File: src/rtl/cart_pkg.sv
// Shared types and constants for the cartridge slot arbiter.
// Latency: n/a (package only).
// Backpressure: n/a (package only).
package cart_pkg;

    typedef enum logic [2:0] {
        ST_IDLE,
        ST_SETUP,
        ST_WAIT,
        ST_RECOVER,
        ST_ERRACK
    } state_t;

    // Atari address bits [15:13] that select each cartridge window
    localparam logic [2:0] S4_HI = 3'b100;
    localparam logic [2:0] S5_HI = 3'b101;

    // Byte returned when nothing drives the cartridge bus
    localparam logic [7:0] EMPTY_BYTE = 8'hFF;

    // WAIT / RECOVER counters share one width (parameters are limited to 1..15)
    localparam int CNT_W = 4;
    typedef logic [CNT_W-1:0] cnt_t;

    // Terminal count for a phase lasting 'cycles' clocks
    function automatic cnt_t last_count(input int cycles);
        return cnt_t'(cycles - 1);
    endfunction

endpackage

File: src/rtl/cart_rr_arb.sv
// Two-way round-robin arbiter for the cartridge slot.
// Latency: grant is combinational from req; pointer moves on the edge after adv.
// Backpressure: none; requests wait (level) until the caller strobes adv.
module cart_rr_arb (
    input  logic       clk,
    input  logic       rst_n,
    input  logic [1:0] req,
    input  logic       adv,
    output logic [1:0] grant,
    output logic       ptr
);

    // One-hot grant; the pointer only matters when both ports ask at once
    always_comb begin
        grant = 2'b00;
        if (req == 2'b11) begin
            grant = ptr ? 2'b10 : 2'b01;
        end else begin
            grant = req;
        end
    end

    // After each grant, prefer the port that was not just served
    always_ff @(posedge clk or negedge rst_n) begin
        if (!rst_n) begin
            ptr <= 1'b0;
        end else if (adv) begin
            ptr <= grant[0];
        end
    end

endmodule

File: src/rtl/cart_bus_arbiter.sv
// Shares the cartridge slot between CPU (port 0) and ANTIC DMA (port 1), one read at a time.
// Latency: valid read acks in cycle 2+WAIT_CYCLES after grant, error acks in cycle 1.
// Backpressure: req is a level held until ack; the losing port simply waits in IDLE.
module cart_bus_arbiter
    import cart_pkg::*;
#(
    parameter int WAIT_CYCLES    = 4,
    parameter int RECOVER_CYCLES = 1,
    parameter int SYNC_STAGES    = 2
) (
    input  logic        clk,
    input  logic        rst_n,
    input  logic [1:0]  req,
    input  logic [15:0] addr0,
    input  logic [15:0] addr1,
    output logic [1:0]  ack,
    output logic        err,
    output logic [7:0]  rd_data,
    output logic        busy,
    input  logic        rd4,
    input  logic        rd5,
    output logic [12:0] cart_addr,
    output logic        s4_n,
    output logic        s5_n,
    input  logic [7:0]  cart_data
);

    localparam cnt_t WAIT_LAST = last_count(WAIT_CYCLES);
    localparam cnt_t REC_LAST  = last_count(RECOVER_CYCLES);

    state_t      state, state_nxt;
    cnt_t        cnt, cnt_nxt;
    logic        gnt_port, gnt_port_nxt;
    logic [1:0]  ack_nxt;
    logic        err_nxt;
    logic [7:0]  rd_data_nxt;
    logic [12:0] cart_addr_nxt;
    logic        s4_n_nxt, s5_n_nxt;
    logic        busy_nxt;

    logic [SYNC_STAGES-1:0] rd4_sync, rd5_sync;
    logic                   rd4_ok, rd5_ok;

    logic [1:0]  arb_grant;
    logic        arb_ptr;
    logic        arb_adv;
    logic        gnt_idx;
    logic [15:0] sel_addr;

    assign rd4_ok = rd4_sync[SYNC_STAGES-1];
    assign rd5_ok = rd5_sync[SYNC_STAGES-1];

    // On a tie the pointer is the winner; otherwise the lone requester wins
    assign gnt_idx  = (req == 2'b11) ? arb_ptr : arb_grant[1];
    assign sel_addr = arb_grant[0] ? addr0 : addr1;

    cart_rr_arb u_rr_arb (
        .clk   (clk),
        .rst_n (rst_n),
        .req   (req),
        .adv   (arb_adv),
        .grant (arb_grant),
        .ptr   (arb_ptr)
    );

    // Presence pins are asynchronous to clk; bring them through a flop chain
    always_ff @(posedge clk or negedge rst_n) begin
        if (!rst_n) begin
            rd4_sync <= '0;
            rd5_sync <= '0;
        end else begin
            rd4_sync[0] <= rd4;
            rd5_sync[0] <= rd5;
            for (int i = 1; i < SYNC_STAGES; i++) begin
                rd4_sync[i] <= rd4_sync[i-1];
                rd5_sync[i] <= rd5_sync[i-1];
            end
        end
    end

    // Next-state and next-output logic; every output is registered below
    always_comb begin
        state_nxt     = state;
        cnt_nxt       = cnt;
        gnt_port_nxt  = gnt_port;
        ack_nxt       = 2'b00;
        err_nxt       = 1'b0;
        rd_data_nxt   = rd_data;
        cart_addr_nxt = cart_addr;
        s4_n_nxt      = s4_n;
        s5_n_nxt      = s5_n;
        arb_adv       = 1'b0;

        case (state)
            ST_IDLE: begin
                if (req != 2'b00) begin
                    arb_adv      = 1'b1;
                    gnt_port_nxt = gnt_idx;
                    cnt_nxt      = '0;
                    if ((sel_addr[15:13] == S4_HI) && rd4_ok) begin
                        state_nxt     = ST_SETUP;
                        cart_addr_nxt = sel_addr[12:0];
                        s4_n_nxt      = 1'b0;
                    end else if ((sel_addr[15:13] == S5_HI) && rd5_ok) begin
                        state_nxt     = ST_SETUP;
                        cart_addr_nxt = sel_addr[12:0];
                        s5_n_nxt      = 1'b0;
                    end else begin
                        // Outside both windows or no cartridge: answer at once
                        state_nxt        = ST_ERRACK;
                        ack_nxt[gnt_idx] = 1'b1;
                        err_nxt          = 1'b1;
                        rd_data_nxt      = EMPTY_BYTE;
                    end
                end
            end
            ST_SETUP: begin
                state_nxt = ST_WAIT;
            end
            ST_WAIT: begin
                if (cnt == WAIT_LAST) begin
                    // Data capture edge: sample the bus and release the selects together
                    state_nxt         = ST_RECOVER;
                    cnt_nxt           = '0;
                    rd_data_nxt       = cart_data;
                    ack_nxt[gnt_port] = 1'b1;
                    s4_n_nxt          = 1'b1;
                    s5_n_nxt          = 1'b1;
                end else begin
                    cnt_nxt = cnt + 1'b1;
                end
            end
            ST_RECOVER: begin
                if (cnt == REC_LAST) begin
                    state_nxt = ST_IDLE;
                end else begin
                    cnt_nxt = cnt + 1'b1;
                end
            end
            ST_ERRACK: begin
                state_nxt = ST_IDLE;
            end
            default: begin
                state_nxt = ST_IDLE;
            end
        endcase

        busy_nxt = (state_nxt != ST_IDLE);
    end

    // State and output registers; reset drops the selects without waiting for clk
    always_ff @(posedge clk or negedge rst_n) begin
        if (!rst_n) begin
            state     <= ST_IDLE;
            cnt       <= '0;
            gnt_port  <= 1'b0;
            ack       <= 2'b00;
            err       <= 1'b0;
            rd_data   <= EMPTY_BYTE;
            cart_addr <= '0;
            s4_n      <= 1'b1;
            s5_n      <= 1'b1;
            busy      <= 1'b0;
        end else begin
            state     <= state_nxt;
            cnt       <= cnt_nxt;
            gnt_port  <= gnt_port_nxt;
            ack       <= ack_nxt;
            err       <= err_nxt;
            rd_data   <= rd_data_nxt;
            cart_addr <= cart_addr_nxt;
            s4_n      <= s4_n_nxt;
            s5_n      <= s5_n_nxt;
            busy      <= busy_nxt;
        end
    end

endmodule

File: config.mk
export PLATFORM = sky130hd
export DESIGN_NAME = cart_bus_arbiter
export DESIGN_NICKNAME = d
export VERILOG_FILES = /design/src/rtl/cart_pkg.sv /design/src/rtl/cart_rr_arb.sv /design/src/rtl/cart_bus_arbiter.sv
export SDC_FILE = /design/constraint.sdc
export NUM_CORES = 1
export LEC_CHECK = 0
export ABC_AREA = 1
export BUFFER_PORTS_ARGS = -buffer_cell sky130_fd_sc_hd__buf_2
export CORE_AREA = 5 5 66 68
export CTS_BUF_LIST = sky130_fd_sc_hd__clkbuf_4
export CTS_CLUSTER_DIAMETER = 60
export DETAILED_ROUTE_END_ITERATION = 12
export DIE_AREA = 0 0 71 73
export PLACE_DENSITY = 0.95
export SLEW_MARGIN = 20
export SYNTH_ARGS = -nofsm -noshare
export SYNTH_HDL_FRONTEND = slang
export SYNTH_SLANG_ARGS = --single-unit
File: constraint.sdc
create_clock -name clk -period 3 [get_ports clk]
set_input_delay 0.15 -clock clk [delete_from_list [all_inputs] [get_ports clk]]
set_output_delay 0.15 -clock clk [all_outputs]
set_load 0.01 [all_outputs]
==> reports/metrics.yaml <==
drc: 0
synth_compound_area_share_pct: 10.2
p_per_area_nw_per_um2: 827
syn-num-nets: 256
drive_above_1_share_pct: 39.3
slew_viol_final: 0
cp_num_buf_inv: 0
slowest_stage: "dfrtp_1"
path_max_fanout: 16
pre_cts_slack_ps: 1040
grtUsageMet2_pct: 29.5
synth_ff_type: "dfrtp_1"
synthXorXnorAreaFrac_pct: 0.903
power_mw: 1.99
yosysWarnings: 0
tns_ps: 0
critPathLaunchType: "register"
drt-pass1-iter-count: 4
power_leakage_nw: 1.35
antenna_found_initial: 0
clk_latency_ps: 340
grt_util_all_layers_pct: 17.4
synthAdderAreaFrac_pct: 1.29
hold_class: "primary input to register"
setup_viol: 0
synth_top_family_by_area: "simple AND/OR/NAND/NOR gates"
start_util_pct: 51.1
vias: 1622
cts_buffer_depth: 2
post-route-period-util_pct: 65.2
synth.distinct_cells: 28
root_buffer: "clkbuf_4"
peakVddDrop_v: 0.000402
syn_area_per_cell_um2: 9.33
use_met3_pct: 5.79
cp_slowest_stage_delay_ps: 400
ios: 73
critical_path_arrival_ps: 2240
synthCells: 208
synth.yosys.seq_area_share_pct: 52.2
netlist_area_um2: 1940
critPathKind: "register to register"
synth_top_area_share_pct: 38.7
most-common-layout-cells: "72 x buf_2, 52 x nand2_1, 30 x dfrtp_1"
areaGrowthSynthToFinish_pct: 23.9
row_count: 23
max_freq_mhz: 511
grt_max_degree: 41
place_congestion: 0.849
slew_headroom_pct: 43.0
layout_min_cycle_time_ps: 1960
wl_per_cell_um: 12.5
die_x_um: 71
htree_levels: 2
drv_cap: 0
path_cells: "nand2_2 > nand2_4 > nand2_1 > nand2_1 > nand3_1 > nand3_1 > nand2_1 > nand2_1 > nand2_1"
postSynth.asyncResetShare_pct: 100
yosys.area.top_type: "dfrtp_1"
core_um2: 3800
grt_first_pass_wirelength_um: 7020
synthMuxAreaShare_pct: 6.71
tightest_slew_ps: 855
grt_overflow_total: 0
synth_edf_count: 0
cts.clk_slew.worst_paths_ps: 110
gr-usage-met1_pct: 20.9
numPortBuffers: 72
post_cts.repair.setup_buffers: 0
die_h_um: 73
cts_tree: "built"
post-dp-hpwl_um: 3260
grt_pass1_vias: 1613
die_area_um2: 5180
setup_ws_ps: 1040
critPathTopFamily: "simple AND/OR/NAND/NOR gates"
viasPerCell: 4.84
n_antenna_cell: 0
drt_iter0_drc: 72
setup.worst_path.end_class: "register"
nets: 332
netlist_top_cells_area: "dfrtp_1 39%, dfstp_2 14%, nand2_1 10%"
required_ps: 3280
crit_top_cell: "nand2_1"
drt_wl_total_um: 4190
cts_buffers: 5
yosys.area_share.simple_pct: 21.1
finalHoldViolations: 0
status: "finished clean"
final_common_cell: "buf_2"
grt-busiest-layer: "met2"
skew_ps: 7.53
nFillCells: 345
cts_sinks: 40
ys_seq_elements: 40
rsz0062_at_grt: "no"
ant_nets: 0
[cells by family after synthesis]
logic type               after synthesis
adder cells (fa/ha/maj)                2
multiplexers                          13
AO/OA/AOI/OAI                         27
AND/OR/NAND/NOR                       90
XOR/XNOR                               2
buffers and inverters                 34
flip-flops                            40
[worst paths after layout]
path                       slack, ps         start  depth (start not counted)     endpoint
setup / recovery                1040  u_rr_arb.ptr                          9   rd_data[4]
hold / removal                    80  cart_data[3]                          5   rd_data[3]
setup reg to reg                1040  u_rr_arb.ptr                          9   rd_data[4]
hold reg to reg                  360   rd5_sync[0]                          0  rd5_sync[1]
max in group asynchronous       2020         rst_n                          2  rd5_sync[1]
min in group asynchronous        440         rst_n                          2       cnt[0]
[state kept, by name (all words and copies together), names as in the netlist, 2 cells and up]
| name | cells |
|---|---|
| ack | 2 |
| cart_addr | 13 |
| cnt | 4 |
| rd4_sync | 2 |
| rd5_sync | 2 |
| rd_data | 8 |
| state | 3 |
[cell type report]
class | instances | area (um2) | area share, %
Inverter | 28 | 105 | 4.37
Clock inverter | 2 | 7.51 | 0.312
Tap cell | 50 | 62.6 | 2.60
Clock buffer | 6 | 45.0 | 1.87
Sequential cell | 40 | 1010 | 42.1
Multi-Input combinational cell | 134 | 781 | 32.5
Timing Repair Buffer | 75 | 390 | 16.2
[timing repair]
action,CTS,global route
hold buffers,3,0
resized for setup,0,0
hold endpoints to repair,32,0
[metrics by stage]
stage / util [%] / hold slack [ps] / std cells / area [um2]
floorplan: - / -146 / 208 / 1940
global placement: 61.1 / 259 / 324 / 2320
detailed placement: 61.1 / 259 / 324 / 2320
CTS: 63.3 / 63.9 / 335 / 2400
global route: 63.3 / 77.6 / 335 / 2400
finish: 63.3 / 83.8 / 335 / 2400
[cell usage after synthesis, types with 2 or more instances]
cell / instances
buf_2: 3
buf_6: 2
dfrtp_1: 30
dfstp_2: 10
ha_1: 2
inv_1: 24
inv_2: 4
mux2i_1: 13
nand2_1: 52
nand2_2: 3
nand2_4: 2
nand3_1: 18
nand3b_1: 3
nand4_1: 2
nor2_1: 6
nor3_1: 3
o21ai_0: 4
o21ai_1: 4
o21ai_2: 13
o22ai_1: 2
[tightest hold or removal path, cell delays in order]
cell and delay [ps]:
buf_2 90, inv_1 40, nand2_1 50, nand2_1 60
nand2_1 40
[where the power goes]
group	total, mW	switching (mW)	internal (mW)
Clock	0.259	0.163	0.0960
Sequential	0.900	0.109	0.790
Combinational	0.830	0.498	0.333
[per-layer routing]
| layer | wire [um] | vias to the layer above |
|---|---|---|
| met5 | 0 | - |
| met4 | 56 | 0 |
| met3 | 378 | 6 |
| met2 | 2040 | 61 |
| met1 | 1710 | 737 |
| li1 | - | 818 |
No activity file was read; power rests on OpenSTA's default activity.
